<file path="src/rtl/serial_adder_ctrl.sv">
// Bit-serial adder: one shared full adder (two half adders + OR) stepped LSB-first over WIDTH bits.
// Latency WIDTH+1 cycles from accepted Start to Done; Start is ignored while Busy (no queuing).

module half_adder (
    input  logic a,
    input  logic b,
    output logic sum,
    output logic carry
);
    assign sum   = a ^ b;
    assign carry = a & b;
endmodule

module serial_adder_ctrl #(
    parameter int WIDTH = 8
) (
    input  logic             Clk,
    input  logic             Reset,
    input  logic             Start_In,
    input  logic [WIDTH-1:0] Data_A_In,
    input  logic [WIDTH-1:0] Data_B_In,
    output logic             Busy_Out,
    output logic             Done_Out,
    output logic [WIDTH-1:0] Sum_Out,
    output logic             Carry_Out
);
    localparam int CW = $clog2(WIDTH + 1);

    localparam logic [1:0] ST_IDLE = 2'd0;
    localparam logic [1:0] ST_RUN  = 2'd1;
    localparam logic [1:0] ST_DONE = 2'd2;

    localparam logic [CW-1:0] LAST_BIT = CW'(WIDTH - 1);

    logic [1:0]       state;
    logic [WIDTH-1:0] a_sh;
    logic [WIDTH-1:0] b_sh;
    logic [WIDTH-1:0] psum;
    logic             carry;
    logic [CW-1:0]    bit_cnt;

    logic             ab_sum;
    logic             ab_carry;
    logic             bit_sum;
    logic             prop_carry;
    logic             carry_next;
    logic [WIDTH-1:0] psum_next;
    logic             accept;

    half_adder u_ha_ab (
        .a     (a_sh[0]),
        .b     (b_sh[0]),
        .sum   (ab_sum),
        .carry (ab_carry)
    );

    half_adder u_ha_c (
        .a     (ab_sum),
        .b     (carry),
        .sum   (bit_sum),
        .carry (prop_carry)
    );

    assign carry_next = ab_carry | prop_carry;

    // New sum bit enters at the MSB end so after WIDTH steps bit 0 sits at the LSB.
    generate
        if (WIDTH == 1) begin : g_one_bit
            assign psum_next = bit_sum;
        end else begin : g_multi_bit
            assign psum_next = {bit_sum, psum[WIDTH-1:1]};
        end
    endgenerate

    assign accept   = Start_In && ((state == ST_IDLE) || (state == ST_DONE));
    assign Busy_Out = (state == ST_RUN);
    assign Done_Out = (state == ST_DONE);

    always_ff @(posedge Clk) begin
        if (Reset) begin
            state     <= ST_IDLE;
            a_sh      <= '0;
            b_sh      <= '0;
            psum      <= '0;
            carry     <= 1'b0;
            bit_cnt   <= '0;
            Sum_Out   <= '0;
            Carry_Out <= 1'b0;
        end else begin
            case (state)
                ST_IDLE, ST_DONE: begin
                    if (accept) begin
                        a_sh    <= Data_A_In;
                        b_sh    <= Data_B_In;
                        psum    <= '0;
                        carry   <= 1'b0;
                        bit_cnt <= '0;
                        state   <= ST_RUN;
                    end else begin
                        state   <= ST_IDLE;
                    end
                end
                ST_RUN: begin
                    a_sh    <= a_sh >> 1;
                    b_sh    <= b_sh >> 1;
                    psum    <= psum_next;
                    carry   <= carry_next;
                    bit_cnt <= bit_cnt + 1'b1;
                    if (bit_cnt == LAST_BIT) begin
                        Sum_Out   <= psum_next;
                        Carry_Out <= carry_next;
                        state     <= ST_DONE;
                    end
                end
                default: begin
                    state <= ST_IDLE;
                end
            endcase
        end
    end
endmodule
</file>
<file path="config.mk">
export PLATFORM = sky130hd
export DESIGN_NAME = serial_adder_ctrl
export DESIGN_NICKNAME = d
export VERILOG_FILES = /design/src/rtl/serial_adder_ctrl.sv
export SDC_FILE = /design/constraint.sdc
export NUM_CORES = 1
export LEC_CHECK = 0
export CAP_MARGIN = 25
export CORE_MARGIN = 2
export CORE_UTILIZATION = 54
export CTS_BUF_LIST = sky130_fd_sc_hd__clkbuf_4
export DETAILED_ROUTE_END_ITERATION = 6
export GPL_TIMING_DRIVEN = 0
export PLACE_DENSITY = 0.85
export REMOVE_ABC_BUFFERS = 1
export SLEW_MARGIN = 0
export SYNTH_ARGS = -nofsm -noshare
export SYNTH_HDL_FRONTEND = slang
export SYNTH_SLANG_ARGS = --single-unit
</file>
<file path="constraint.sdc">
create_clock -name Clk -period 1.61 [get_ports Clk]
set_input_delay 0.322 -clock Clk [delete_from_list [all_inputs] [get_ports Clk]]
set_output_delay 0.322 -clock Clk [all_outputs]
set_load 0.02 [all_outputs]
</file>
==> metrics <==
Post-Route Skew=0.00945 ns; clock root buffer=sky130_fd_sc_hd__clkbuf_4; core utilization of the finished layout=67.8%; die height=59.8 um; Worst Path Required=1.29 ns; Hold Fails Final Rpt=0; worst skew pair latency=0.34 ns; async set-or-reset flop fraction in the synthesized netlist=0%; P_leak=0.761 nW; Synth Flop Type=sky130_fd_sc_hd__dfxtp_1; largest fanout of any net on the critical path=3; most frequent standard cell in the layout excluding fill and tap cells=sky130_fd_sc_hd__dfxtp_1; number of synthesized register bits=39; count of flip-flops with a built-in enable after synthesis=0; drt via density=5.82; Die X-Extent=59.8 um; buffers added on ports=29; worst hold margin=0.475 ns; Rel. slew slack=49.8%; via count of the first global-routing pass=1193; Setup Crit Path Kind=register to primary output; cts bufs inserted=5; number of setup violations in the final report=0; overall power after layout=1.73 mW; vias post-DR=1396; overall routed net length=3.42 mm; maximum resistive drop on vdd=0.529 mV; number of max-cap violations=0; Yosys cell types=24; Sum Neg Setup Slack=0 ns; initial core utilization=55.9%; post-synthesis to final-layout area growth=21.3%; number of warnings issued by yosys=0; RePlAce Congestion=0.673; period utilisation layout=95.6%; Post-Synthesis Cells=180; antenna violations before repair=0; Critical Path End Type=primary output; iteration-0 DRC count of the detailed router=38; first-pass GRT wire length=5.36 mm; average cell area after synthesis=9.33 um^2; cell area after placement=0.00194 mm^2; Arr. time, crit path=1.22 ns; number of levels the H-tree was split into=2; final worst path period need=1.54 ns; all-layer global routing usage=20.2%; Ant. Diodes=0; pins over their slew limit=0; total clock sinks=39; smallest setup slack after layout=0.0710 ns; most used cells in the layout excluding fill and tap cells=sky130_fd_sc_hd__dfxtp_1 (38), sky130_fd_sc_hd__a21oi_1 (28), sky130_fd_sc_hd__nand3_1 (26), sky130_fd_sc_hd__nand2b_1 (19), sky130_fd_sc_hd__clkdlybuf4s50_1 (17); synthesized cell area=0.00168 mm^2; fraction of final layout cells sized beyond drive strength 1=11.1%; status=complete, no violations; average wire per cell in the routed design=14.3 um; floorplan die area=0.00357 mm^2; placed wire-length estimate=2.17 mm; total number of nets in the final design=227; transition at the pin with the smallest max-transition slack=0.752 ns; number of non-filler instances in the completed layout=240; post-route antenna net violation count=0; total of fill cells in the finished design=242; CTS tree=yes; placeable core region=0.00300 mm^2; first drt pass iteration count=4; kind of path behind the tightest hold check=register to register; Final Cell Area=0.00204 mm^2; Worst Setup Slack post-DPL=-0.890 ns; maximum number of buffers from clock root to sink=2; Pwr Density=852 mW/mm^2; DRC violations left=0; IO Pins=30; clock edge transition at the registers on the reported setup and hold paths=0.10 ns; sequential area share after synthesis=46.5%; pin count of the biggest net entering global routing=30; number of cell rows=20; highest achievable clock rate=650 MHz; GRT overflow=0; crit path launch type=register; RSZ-0062 raised after global routing=no; Cell Count Post-Placement=227
## critical path, stage by stage (launching register included)
cell and delay [ns]:
sky130_fd_sc_hd__dfxtp_1 0.39, sky130_fd_sc_hd__nor2b_1 0.16, sky130_fd_sc_hd__dlygate4sd2_1 0.34
## power by group
part	leakage [nW]	switching [mW]	internal, mW	total, mW
logic	0.413	0.127	0.110	0.237
clock network	0.0307	0.295	0.179	0.474
registers	0.318	0.0251	0.999	1.02
## cell families (layout without fill, tap and decap cells)
logic type               Yosys count  count (layout)  share of synthesized area, %
AO/OA/AOI/OAI                     43              43                          15.1
adder cells (fa/ha/maj)            2               2                          1.94
buffers and inverters             18              44                          6.93
flip-flops                        39              39                          46.5
multiplexers                      11              11                          7.15
AND/OR/NAND/NOR                   67              68                          22.4
## final cells by class
cell class | count | area (um^2) | share of cell area (%)
Clock inverter | 2 | 7.51 | 0.369
Tap cell | 33 | 41.3 | 2.03
Timing Repair Buffer | 34 | 329 | 16.2
Inverter | 1 | 16.3 | 0.799
Multi-Input combinational cell | 124 | 805 | 39.5
Timing Repair inverter | 1 | 8.76 | 0.430
Sequential cell | 39 | 785 | 38.5
Clock buffer | 6 | 45.0 | 2.21
## cell usage after synthesis, types with 2 or more instances
cell type                  instances  area [um^2]
sky130_fd_sc_hd__mux2i_1           9         90.1
sky130_fd_sc_hd__clkbuf_1          5         18.8
sky130_fd_sc_hd__nand3_1          26          130
sky130_fd_sc_hd__a22oi_1          14          105
sky130_fd_sc_hd__nand2_1          11         41.3
sky130_fd_sc_hd__nor2_1            2         7.51
sky130_fd_sc_hd__a21oi_1          28          140
sky130_fd_sc_hd__buf_2             7         35.0
sky130_fd_sc_hd__mux2_4            2         30.0
sky130_fd_sc_hd__buf_6             3         33.8
sky130_fd_sc_hd__nand2b_1         21          131
sky130_fd_sc_hd__dfxtp_1          39          781
sky130_fd_sc_hd__nor2b_1           2         12.5
## sequential cells by signal (all words and copies together), names as in the netlist
signal and flops:
Sum_Out 8, a_sh 8, b_sh 8, psum 7, bit_cnt 4, state 2
Carry_Out 1, carry 1
## path summary, 6_finish.rpt
check | from | to | slack, ns | cells after the start
max | state[1] | Done_Out | 0.07 | 2
min | b_sh[1] | b_sh[1] | 0.48 | 2
max reg2reg | state[1] | Sum_Out[4] | 0.16 | 4
min reg2reg | b_sh[1] | b_sh[1] | 0.48 | 2
## what timing repair did
action | 4_1_cts | 5_1_grt
cloned | 1 | 1
hold endpoints to repair | 0 | 0
endpoints found under the setup margin | 50 | 30
buffers inserted | 0 | 3
resized for setup | 21 | 4
hold buffers | 0 | 0
## metal layers
| metal | vias to the layer above | GRT usage (%) | share of wire (%) |
|---|---|---|---|
| li1 | 684 | - | - |
| met5 | - | 0 | 0 |
| met1 | 660 | 24.0 | 42 |
| met2 | 49 | 34.8 | 51 |
| met4 | 0 | 4.76 | 0.61 |
| met3 | 3 | 7.14 | 6.8 |
(Power assumes the default switching activity.)
